$ cat src/rtl/clock_pkg.sv
// Shared definitions for the digital-clock time-keeping blocks.
//   timer_state_t    : countdown timer FSM encoding (2 bits)
//   BCD_MAX_ONES     : wrap/clamp value for ones digits and minute tens (9)
//   BCD_MAX_SEC_TENS : wrap/clamp value for the seconds tens digit (5)
//   bcd_clamp()      : saturate a raw load digit to a legal maximum
package clock_pkg;

  typedef enum logic [1:0] {
    ST_IDLE    = 2'd0,
    ST_RUN     = 2'd1,
    ST_PAUSE   = 2'd2,
    ST_EXPIRED = 2'd3
  } timer_state_t;

  localparam logic [3:0] BCD_MAX_ONES     = 4'd9;
  localparam logic [3:0] BCD_MAX_SEC_TENS = 4'd5;

  function automatic logic [3:0] bcd_clamp(input logic [3:0] d, input logic [3:0] max_v);
    return (d > max_v) ? max_v : d;
  endfunction

endpackage

$ cat src/rtl/bcd_digit_down.sv
// One BCD digit of a down-counting chain.
//   in_clk   : clock
//   rst      : synchronous active-low reset (digit -> 0)
//   load     : load ld_val (takes precedence over dec)
//   ld_val   : already-clamped value to load
//   dec      : decrement by one; 0 wraps to wrap_val (borrow handled by caller)
//   wrap_val : value loaded when decrementing from 0 (9 or 5)
//   q        : current digit
//   zero     : q == 0, used by the caller to build the borrow chain
module bcd_digit_down
  import clock_pkg::*;
(
  input  logic       in_clk,
  input  logic       rst,
  input  logic       load,
  input  logic [3:0] ld_val,
  input  logic       dec,
  input  logic [3:0] wrap_val,
  output logic [3:0] q,
  output logic       zero
);

  logic [3:0] q_q, q_d;

  always_comb begin
    q_d = q_q;
    if (load)
      q_d = ld_val;
    else if (dec)
      q_d = (q_q == 4'd0) ? wrap_val : q_q - 4'd1;
  end

  always_ff @(posedge in_clk) begin
    if (!rst) q_q <= 4'd0;
    else      q_q <= q_d;
  end

  assign q    = q_q;
  assign zero = (q_q == 4'd0);

endmodule

$ cat src/rtl/countdown_timer.sv
// MM:SS BCD countdown timer with alarm.
//   in_clk, rst            : clock, synchronous active-low reset
//   tick                   : 1 Hz enable, one cycle wide
//   load, ld_*             : load strobe and raw BCD digits (clamped here)
//   start_stop, ack        : command pulses (run/pause toggle, alarm ack)
//   min_t..sec_o           : current value
//   running / alarm / done : state RUN / state EXPIRED / one-cycle expiry pulse
module countdown_timer
  import clock_pkg::*;
(
  input  logic       in_clk,
  input  logic       rst,
  input  logic       tick,
  input  logic       load,
  input  logic [3:0] ld_min_t,
  input  logic [3:0] ld_min_o,
  input  logic [3:0] ld_sec_t,
  input  logic [3:0] ld_sec_o,
  input  logic       start_stop,
  input  logic       ack,
  output logic [3:0] min_t,
  output logic [3:0] min_o,
  output logic [3:0] sec_t,
  output logic [3:0] sec_o,
  output logic       running,
  output logic       alarm,
  output logic       done
);

  timer_state_t state_q, state_d;
  logic         running_q, running_d;
  logic         alarm_q, alarm_d;
  logic         done_q, done_d;

  // digit index: 0 = sec_o, 1 = sec_t, 2 = min_o, 3 = min_t
  logic [3:0][3:0] dig_q;
  logic [3:0][3:0] ld_val;
  logic [3:0]      zero;
  logic [3:0]      dec;
  logic            dig_load;
  logic            tick_dec;
  logic            all_zero;
  logic            expiring;

  // Load is ignored while running; elsewhere it overrides every other command.
  assign dig_load = load && (state_q != ST_RUN);
  // start_stop in the same cycle as a tick pauses and drops the tick.
  assign tick_dec = tick && (state_q == ST_RUN) && !start_stop && !all_zero;
  assign all_zero = &zero;
  // The tick that takes 00:01 to 00:00 is the expiring one.
  assign expiring = tick_dec && (&zero[3:1]) && (dig_q[0] == 4'd1);

  always_comb begin
    ld_val[0] = bcd_clamp(ld_sec_o, BCD_MAX_ONES);
    ld_val[1] = bcd_clamp(ld_sec_t, BCD_MAX_SEC_TENS);
    ld_val[2] = bcd_clamp(ld_min_o, BCD_MAX_ONES);
    ld_val[3] = bcd_clamp(ld_min_t, BCD_MAX_ONES);
  end

  // Borrow chain: a digit decrements when every lower digit is wrapping from 0.
  always_comb begin
    dec = {tick_dec & (&zero[2:0]),
           tick_dec & (&zero[1:0]),
           tick_dec & zero[0],
           tick_dec};
  end

  genvar gi;
  generate
    for (gi = 0; gi < 4; gi++) begin : g_dig
      localparam logic [3:0] WRAP = (gi == 1) ? BCD_MAX_SEC_TENS : BCD_MAX_ONES;
      bcd_digit_down u_dig (
        .in_clk   (in_clk),
        .rst      (rst),
        .load     (dig_load),
        .ld_val   (ld_val[gi]),
        .dec      (dec[gi]),
        .wrap_val (WRAP),
        .q        (dig_q[gi]),
        .zero     (zero[gi])
      );
    end
  endgenerate

  // State register
  always_ff @(posedge in_clk) begin
    if (!rst) state_q <= ST_IDLE;
    else      state_q <= state_d;
  end

  // Next state
  always_comb begin
    state_d = state_q;
    case (state_q)
      ST_IDLE: begin
        if (load)                        state_d = ST_IDLE;
        else if (start_stop && !all_zero) state_d = ST_RUN;
      end
      ST_RUN: begin
        if (start_stop)    state_d = ST_PAUSE;
        else if (expiring) state_d = ST_EXPIRED;
      end
      ST_PAUSE: begin
        if (load)            state_d = ST_IDLE;
        else if (start_stop) state_d = ST_RUN;
      end
      ST_EXPIRED: begin
        if (load || ack) state_d = ST_IDLE;
      end
      default: state_d = ST_IDLE;
    endcase
  end

  // Outputs, registered alongside the state so they change on the same edge.
  always_comb begin
    running_d = (state_d == ST_RUN);
    alarm_d   = (state_d == ST_EXPIRED);
    done_d    = expiring && (state_d == ST_EXPIRED);
  end

  always_ff @(posedge in_clk) begin
    if (!rst) begin
      running_q <= 1'b0;
      alarm_q   <= 1'b0;
      done_q    <= 1'b0;
    end else begin
      running_q <= running_d;
      alarm_q   <= alarm_d;
      done_q    <= done_d;
    end
  end

  assign sec_o   = dig_q[0];
  assign sec_t   = dig_q[1];
  assign min_o   = dig_q[2];
  assign min_t   = dig_q[3];
  assign running = running_q;
  assign alarm   = alarm_q;
  assign done    = done_q;

endmodule

$ cat config.mk
export PLATFORM = sky130hd
export DESIGN_NAME = countdown_timer
export DESIGN_NICKNAME = d
export VERILOG_FILES = /design/src/rtl/clock_pkg.sv /design/src/rtl/bcd_digit_down.sv /design/src/rtl/countdown_timer.sv
export SDC_FILE = /design/constraint.sdc
export NUM_CORES = 1
export LEC_CHECK = 0
export ABC_AREA = 1
export BUFFER_PORTS_ARGS = -buffer_cell sky130_fd_sc_hd__buf_2
export CORE_MARGIN = 4
export CORE_UTILIZATION = 49
export CTS_CLUSTER_SIZE = 28
export DETAILED_ROUTE_END_ITERATION = 8
export HOLD_SLACK_MARGIN = 0.03
export PLACE_DENSITY = 0.88
export SLEW_MARGIN = 20
export SYNTH_ARGS = -nofsm -noshare
export SYNTH_HDL_FRONTEND = slang
export SYNTH_SLANG_ARGS = --single-unit
$ cat constraint.sdc
create_clock -name in_clk -period 1.59 [get_ports in_clk]
set_input_delay 0.2385 -clock in_clk [delete_from_list [all_inputs] [get_ports in_clk]]
set_output_delay 0.2385 -clock in_clk [all_outputs]
set_load 0.1 [all_outputs]
==> metrics.yaml, run 1 <==
run_status:
  status: "finished clean"
pwr:
  p_int_uw: 826
  p_per_area_nw_per_um2: 1020
  power_switching_share_pct: 46.6
  sequentialPowerShare_pct: 40.6
  p_sw_uw: 721
  combinationalPowerShare_pct: 42.0
  cellLeakagePower_nw: 0.743
  clkPwrFrac_pct: 17.4
  vdd_ir_drop_max_mv: 0.555
yosys:
  yosysWarnings: 0
  synthArstFlopShare_pct: 0
  synth-main-ff-cell: "dfxtp_1"
  yosys-top-cells-area: "dfxtp_1, nand2_1, nor2_1"
  synth_common_cells: "nand2_1, nor2_1, dfxtp_1, o21ai_0, inv_1"
  ys_seq_elements: 21
  synth_top_area_share_pct: 34.3
  syn_area_per_cell_um2: 6.60
  synthDistinctLibCells: 29
  ys_seq_area_share_pct: 34.3
  synth_cells: 186
  synth_top_area_cell: "dfxtp_1"
  synthesis.nets: 208
  synth_edf_count: 0
  synth.most_common_cell: "nand2_1"
  syn_area_um2: 1230
drt:
  drc: 0
  wl_per_cell_um: 11.1
  wirelength_mm: 2.87
  vias: 1351
  drt_iter0_markers: 51
  dr.pass1.iters: 4
  ant_nets: 0
  viasPerCell: 5.24
setup_path:
  cp_top_family: "buffers and inverters"
  cp-end-kind: "primary output"
  arrival_ns: 1.17
  path_buf_inv: 1
  critical_path.reg2reg.startpoint: "g_dig[0].u_dig.q[2]"
  crit_path_cell_trace: "buf_2"
  startpoint: "g_dig[0].u_dig.q[2]"
  cp_data_required_time_ns: 1.35
  setup.worst_path.class: "reg2out"
  worst_setup_path_start_kind: "flip-flop"
  slowest_delay_ns: 0.44
  cpMaxStageDelayCell: "buf_2"
  worstPathMaxFanout: 6
floorplan:
  die_x_um: 58.1
  start_util_pct: 53.4
  coreArea_um2: 2300
  io_pins: 41
  die_area_um2: 3370
  die_y_um: 58.1
  rows: 17
placed_design:
  hpwl_mm: 2.30
  place_inst: 254
  gp_congestion: 0.894
  port-buffer-count: 40
timing:
  rsz0062_at_grt: "no"
  worst_pin_slew_ns: 0.486
  fin_setup_tns_ns: 0
  max_freq_mhz: 712
  hold_slack_ns: 0.172
  fin_crit_sh_pct: 88.4
  setup_violations: 0
  finClkSkew_ns: 0.00597
  post-route-min-period_ns: 1.40
  hold_viol_final: 0
  slew_headroom_pct: 67.8
  drv_slew: 0
clock_tree:
  postCtsHoldBufs: 0
  cts_tree: "built"
  insertion_delay_ns: 0.32
  clock_path_buffers: 2
  clk_pin_slew_worst_paths_ns: 0.12
  cts_buffers: 3
  cts_sinks: 21
  htreeDepth: 1
  root_buffer: "clkbuf_4"
global_routing:
  grt_pass1_vias: 1215
  grt.total_usage_pct: 18.2
  antenna_found_initial: 0
  gr-total-overflow: 0
  grt_pass1_wl_mm: 4.91
  grt_max_degree: 15
cells_and_area:
  fin_nets: 253
  stdcell_count: 258
  diodes: 0
  drive_gt1_share_pct: 37.8
  syn_to_final_growth_pct: 24.0
worst_hold_path:
  min-delay-path-class: "in2reg"
  min_from: "ld_min_t[1]"
run:
  maxCapViolCount: 0
logic make-up after synthesis:
group                     after synthesis  share of synthesized area, %
DFF                                    21                          34.3
xor gates and xnor gates                2                          1.43
AOI/OAI and AO/OA                      48                          22.4
buffers and inverters                  22                          7.03
and+or+nand+nor                        93                          34.9
sequential cells by signal, summed over array words and instances (netlist names):
register and count:
state_q 2, g_dig.u_dig.q 16, alarm 1, running 1
done 1
cell usage in the layout, fill, tap and decap left out, types with 3 or more instances in the layout:
master,synthesis,layout
buf_4,0,3
inv_1,16,16
nor3_1,3,3
dfxtp_2,0,16
clkbuf_4,0,3
nor2_2,5,6
nand2_1,33,33
dfxtp_1,21,5
nand3_1,5,5
a21oi_2,3,3
nand4_1,3,3
a21oi_1,14,14
nor2_1,30,29
o21ai_0,21,21
buf_2,2,40
nand2_2,8,8
power by group through the flow:
stage                     combinational [mW]  clock, mW  sequential, mW
after global routing                   0.704      0.292           0.635
after CTS                              0.648      0.278           0.627
after global placement                 0.639          0           0.636
after detailed placement               0.647          0           0.639
after floorplan                        0.245          0           0.915
final                                  0.650      0.269           0.627
stage by stage:
stage          power (mW)  utilization, %  instance area, um^2  setup WS (ns)
2_1_floorplan        1.16               -                 1250        0.00891
3_3_place_gp         1.28            64.9                 1490          0.228
3_5_place_dp         1.29            64.9                 1490          0.193
4_1_cts              1.55            66.1                 1520          0.174
5_1_grt              1.63            66.2                 1520         0.0211
6_report             1.55            66.2                 1520          0.185
layer usage:
metal  routed length [um]  global-route usage, %
met1                 1370                   23.7
met2                 1250                   27.9
met3                  210                   3.79
met4                   42                   9.93
met5                    0                      0
worst paths after layout:
path / cells after the start / to / slack [ns]
setup / recovery: 1 / sec_o[2] / 0.19
hold / removal: 3 / g_dig[3].u_dig.q[1] / 0.17
setup reg to reg: 8 / g_dig[1].u_dig.q[1] / 0.19
hold reg to reg: 2 / g_dig[1].u_dig.q[2] / 0.49
layout make-up:
cell class                 count  area [um^2]
fill                         222          776
multi-input combinational    143          723
sequential                    21          440
timing repair buffer          43          223
inverter                      19         72.6
tap                           28         35.0
clock buffer                   3         22.5
clock inverter                 1         5.00
what timing repair did:
action / in CTS / in global routing
gates resized for setup: 0 / 1
buffers inserted: 0 / 0
endpoints found under the setup margin: 0 / 4
(Power assumes the default switching activity.)
==> inputs of run 2 (changes only) <==
Settings changed: BUFFER_PORTS_ARGS -buffer_cell sky130_fd_sc_hd__buf_2 to unset, CORE_UTILIZATION 49 to 50, DONT_BUFFER_PORTS set to 1, PLACE_DENSITY 0.88 to 0.75.
==> metrics.yaml, run 2 (synthesized netlist as in run 1, its figures left out) <==
timing:
  post-route-min-period_ns: 1.43
  fin_setup_tns_ns: 0
  finClkSkew_ns: 0.00518
  fin_crit_sh_pct: 90.1
  drv_slew: 0
  max_freq_mhz: 698
  hold_viol_final: 0
  rsz0062_at_grt: "no"
  slew_headroom_pct: 78.5
  worst_pin_slew_ns: 0.322
  setup_violations: 0
setup_path:
  reg2reg_depth: 8
  reg2reg_to: "g_dig[1].u_dig.q[1]"
  cp-end-kind: "flip-flop"
  ff2ff_setup_slack_ns: 0.16
  worstPathMaxFanout: 5
  critical_path.reg2reg.startpoint: "g_dig[0].u_dig.q[0]"
  worst_setup_path_start_kind: "flip-flop"
  arrival_ns: 1.64
  cp_data_required_time_ns: 1.80
  setup.worst_path.class: "reg2reg"
cells_and_area:
  final_cell_mix: "nand2_1, nor2_1, buf_4"
  stdcell_count: 236
  fin_area_um2: 1470
  syn_to_final_growth_pct: 19.5
  diodes: 0
  fin_util_pct: 64.4
  largest_reg_flops: 16
  fin_nets: 231
  layout_commonest_cell: "nand2_1"
  drive_gt1_share_pct: 31.3
pwr:
  cellLeakagePower_nw: 0.661
  total_power_mw: 1.53
  p_per_area_nw_per_um2: 1050
  vdd_ir_drop_max_mv: 0.615
placed_design:
  port-buffer-count: 0
  post_dp_cell_area_um2: 1420
  place_inst: 231
  hpwl_mm: 2.43
  gp_congestion: 0.786
worst_hold_path:
  min_from: "rst"
  hold_end: "g_dig[0].u_dig.q[3]"
  hold_depth: 2
  min-delay-path-class: "in2reg"
drt:
  drc: 0
  ant_nets: 0
  viasPerCell: 5.42
  drt_iter0_markers: 37
  wl_per_cell_um: 13.0
  wirelength_mm: 3.07
  dr.pass1.iters: 4
  vias: 1278
global_routing:
  met3_usage_pct: 4.75
  grt_pass1_wl_mm: 5.20
  antenna_found_initial: 0
  grtUsageMet1_pct: 22.7
  grt_max_degree: 15
  gr-total-overflow: 0
  use_met2_pct: 34.4
  grt_busiest_layer: "met2"
  grt.total_usage_pct: 19.1
  grt_pass1_vias: 1250
floorplan:
  die_y_um: 57.5
  rows: 17
  coreArea_um2: 2280
  die_area_um2: 3310
  io_pins: 41
  die_x_um: 57.5
  start_util_pct: 53.9
run:
  maxCapViolCount: 0
clock_tree:
  cts_buffers: 3
  htreeDepth: 1
  root_buffer: "clkbuf_4"
  postCtsHoldBufs: 0
  insertion_delay_ns: 0.30
  clock_path_buffers: 2
  cts_tree: "built"
  cts_sinks: 21
  clk_pin_slew_worst_paths_ns: 0.12
run_status:
  status: "finished clean"
[run 2: cell type report]
class / count / area, um^2
Clock buffer: 3 / 22.5
Clock inverter: 1 / 5.00
Fill cell: 226 / 810
Inverter: 19 / 72.6
Multi-Input combinational cell: 143 / 733
Sequential cell: 21 / 440
Tap cell: 28 / 35.0
Timing Repair Buffer: 21 / 158
[run 2: per-layer routing]
metal	part of all wire (%)	wire, um
met4	0.88	27
met5	0	0
met2	49	1510
met1	42	1290
met3	7.9	243
[run 2: power breakdown]
group	switching [mW]	leakage [nW]	internal, mW
sequential	0.0415	0.178	0.576
clock	0.167	0.0177	0.0937
combinational	0.498	0.465	0.157
[run 2: timing repair]
action                     CTS  global route
setup endpoints to repair    0             4
resized for setup            0             4
setup buffers                0             1
[run 2: through the flow]
stage          worst slack [ns]  hold WS (ns)
2_1_floorplan           0.00891         0.366
3_3_place_gp              0.207         0.371
3_5_place_dp              0.141         0.376
4_1_cts                   0.116        0.0397
5_1_grt                  0.0229        0.0341
6_report                  0.157        0.0483
[run 2: how the worst max path moves through the flow]
stage,to,slack [ns],from,depth (start not counted)
after floorplan,g_dig[1].u_dig.q[0],0.009,g_dig[1].u_dig.q[0],9
after global placement,g_dig[1].u_dig.q[2],0.21,g_dig[3].u_dig.q[1],8
after detailed placement,g_dig[1].u_dig.q[0],0.14,g_dig[3].u_dig.q[1],8
after CTS,done,0.12,g_dig[3].u_dig.q[1],9
after global routing,done,0.02,g_dig[1].u_dig.q[2],9
final,g_dig[1].u_dig.q[1],0.16,g_dig[0].u_dig.q[0],8
[run 2: critical path, cell delays in order (launching register included)]
cell and delay, ns:
dfxtp_2 0.36, nor2_4 0.15, nand2_2 0.09, nor2_4 0.16, nand2_2 0.10, nand4_1 0.14
nand2_2 0.11, o21ai_0 0.16, nor2_1 0.05
==> inputs of run 3 (changes only) <==
Settings changed: PLACE_DENSITY 0.75 to 0.78.
Clock period 1.59 ns to 1.2 ns, I/O delays scaled along.
==> metrics.yaml, run 3 (synthesized netlist as in run 1, its figures left out) <==
run_status:
  status: "finished, violations left"
  violations: "hold timing, setup timing"
setup_path:
  worstPathMaxFanout: 5
  critical_path.reg2reg.startpoint: "g_dig[0].u_dig.q[2]"
  cp_common_cell: "nand2_2"
  cp-end-kind: "flip-flop"
  worst_setup_path_start_kind: "flip-flop"
  slowest_delay_ns: 0.38
  cpMaxStageDelayCell: "dfxtp_4"
  setup.worst_path.class: "reg2reg"
  reg2reg_to: "g_dig[1].u_dig.q[2]"
  crit_path_cell_trace: "nor2_4 -> nand2_2 -> nor2_4 -> nand2_4 -> nand4_1 -> nand2_2 -> clkinv_2 -> nand2_2 -> a21oi_2"
  ff2ff_setup_slack_ns: -0.21
  arrival_ns: 1.66
  path_buf_inv: 1
  cp_data_required_time_ns: 1.45
  reg2reg_depth: 9
  cp_top_family: "simple AND/OR/NAND/NOR gates"
run:
  maxCapViolCount: 0
floorplan:
  rows: 17
  die_x_um: 57.5
  start_util_pct: 53.9
  die_area_um2: 3310
  coreArea_um2: 2280
  die_y_um: 57.5
  io_pins: 41
pwr:
  total_power_mw: 2.33
  cellLeakagePower_nw: 0.822
  p_per_area_nw_per_um2: 1240
  vdd_ir_drop_max_mv: 1.02
timing:
  setup_violations: 20
  worst_pin_slew_ns: 0.317
  max_freq_mhz: 710
  hold_slack_ns: -0.0475
  setup_slack_ns: -0.208
  post-route-min-period_ns: 1.41
  hold_viol_final: 8
  rsz0062_at_grt: "yes"
  drv_slew: 0
  finClkSkew_ns: 0.00658
  fin_crit_sh_pct: 117
  slew_headroom_pct: 78.8
clock_tree:
  clock_path_buffers: 2
  cts_buffers: 3
  cts_tree: "built"
  clk_pin_slew_worst_paths_ns: 0.13
  cts_sinks: 21
  root_buffer: "clkbuf_4"
  htreeDepth: 1
  insertion_delay_ns: 0.31
drt:
  wirelength_mm: 3.97
  viasPerCell: 5.72
  ant_nets: 0
  dr.pass1.iters: 4
  wl_per_cell_um: 15.4
  drt_iter0_markers: 59
  vias: 1477
  drc: 0
cells_and_area:
  final_cell_mix: "nand2_1, buf_4, nor2_1"
  drive_gt1_share_pct: 46.1
  diodes: 0
  syn_to_final_growth_pct: 52.6
  fin_nets: 253
  layout_commonest_cell: "nand2_1"
  nFillCells: 132
  largest_reg_flops: 16
  stdcell_count: 258
global_routing:
  antenna_found_initial: 0
  grt.total_usage_pct: 23.0
  gr-total-overflow: 0
  grt_max_degree: 14
  grt_pass1_wl_mm: 6.07
  grt_pass1_vias: 1450
placed_design:
  place_inst: 248
  place_ws_ns: -0.203
  hpwl_mm: 2.73
  gp_congestion: 0.826
  port-buffer-count: 0
worst_hold_path:
  hold_depth: 2
  min_from: "rst"
  hold_end: "g_dig[0].u_dig.q[0]"
  min-delay-path-class: "in2reg"
==> run 3: cell count changes in the layout (fill, tap and decap cells not counted), moves of 6 or more <==
cell,delta
buf_6,+11
buf_4,+6
o21ai_0,-9
dfxtp_4,+16
dfxtp_2,-14
==> run 3: timing repair <==
item,in CTS,in global routing
pin swaps,8,4
setup endpoints to repair,26,30
resized for setup,29,25
hold endpoints to repair,12,12
buffers inserted,5,1
==> run 3: report_power, final <==
| group | leakage [nW] | switching (mW) | internal, mW | total, mW |
|---|---|---|---|---|
| clock | 0.0150 | 0.229 | 0.130 | 0.359 |
| sequential | 0.184 | 0.0587 | 0.754 | 0.812 |
| combinational | 0.623 | 0.771 | 0.389 | 1.16 |
==> run 3: worst reg2reg max path: stages, from the launching register on <==
cell and delay, ns:
dfxtp_4 0.38, nor2_4 0.15, nand2_2 0.10, nor2_4 0.15
nand2_4 0.08, nand4_1 0.13, nand2_2 0.12, clkinv_2 0.09
nand2_2 0.05, a21oi_2 0.11
==> run 3: routing by layer <==
metal  vias up  track usage (%)  routed length (um)
li1        708                -                   -
met1       706             25.2                1610
met2        54             41.9                2050
met3         9             5.20                 231
met4         0             9.60                  70
met5         -                0                   0
==> run 3: area by class of cell <==
| cell class | instances | area [um^2] | area share [%] |
|---|---|---|---|
| Clock buffer | 4 | 26.3 | 1.40 |
| Inverter | 19 | 72.6 | 3.87 |
| Sequential cell | 21 | 483 | 25.8 |
| Multi-Input combinational cell | 143 | 830 | 44.3 |
| Tap cell | 28 | 35.0 | 1.87 |
| Timing Repair Buffer | 43 | 427 | 22.8 |
==> run 3: how the worst max path moves through the flow <==
stage	from	endpoint	slack, ns	depth (start not counted)
2_1_floorplan	g_dig[0].u_dig.q[1]	g_dig[1].u_dig.q[0]	-0.19	8
3_3_place_gp	g_dig[2].u_dig.q[0]	g_dig[1].u_dig.q[1]	-0.13	8
3_5_place_dp	state_q[0]	g_dig[0].u_dig.q[3]	-0.20	6
4_1_cts	g_dig[0].u_dig.q[2]	g_dig[1].u_dig.q[2]	-0.18	9
5_1_grt	g_dig[0].u_dig.q[2]	g_dig[1].u_dig.q[2]	-0.29	9
6_report	g_dig[0].u_dig.q[2]	g_dig[1].u_dig.q[2]	-0.21	9
==> run 3: through the flow <==
stage	util [%]	setup TNS, ns	instance area, um^2	hold slack (ns)
after floorplan	-	-2.64	1320	0.305
after global placement	71.0	-1.26	1620	0.305
after detailed placement	71.0	-2.62	1620	0.313
after CTS	77.8	-2.47	1770	-0.0160
after global routing	82.3	-5.27	1870	-0.0480
final	82.3	-3.56	1870	-0.0475
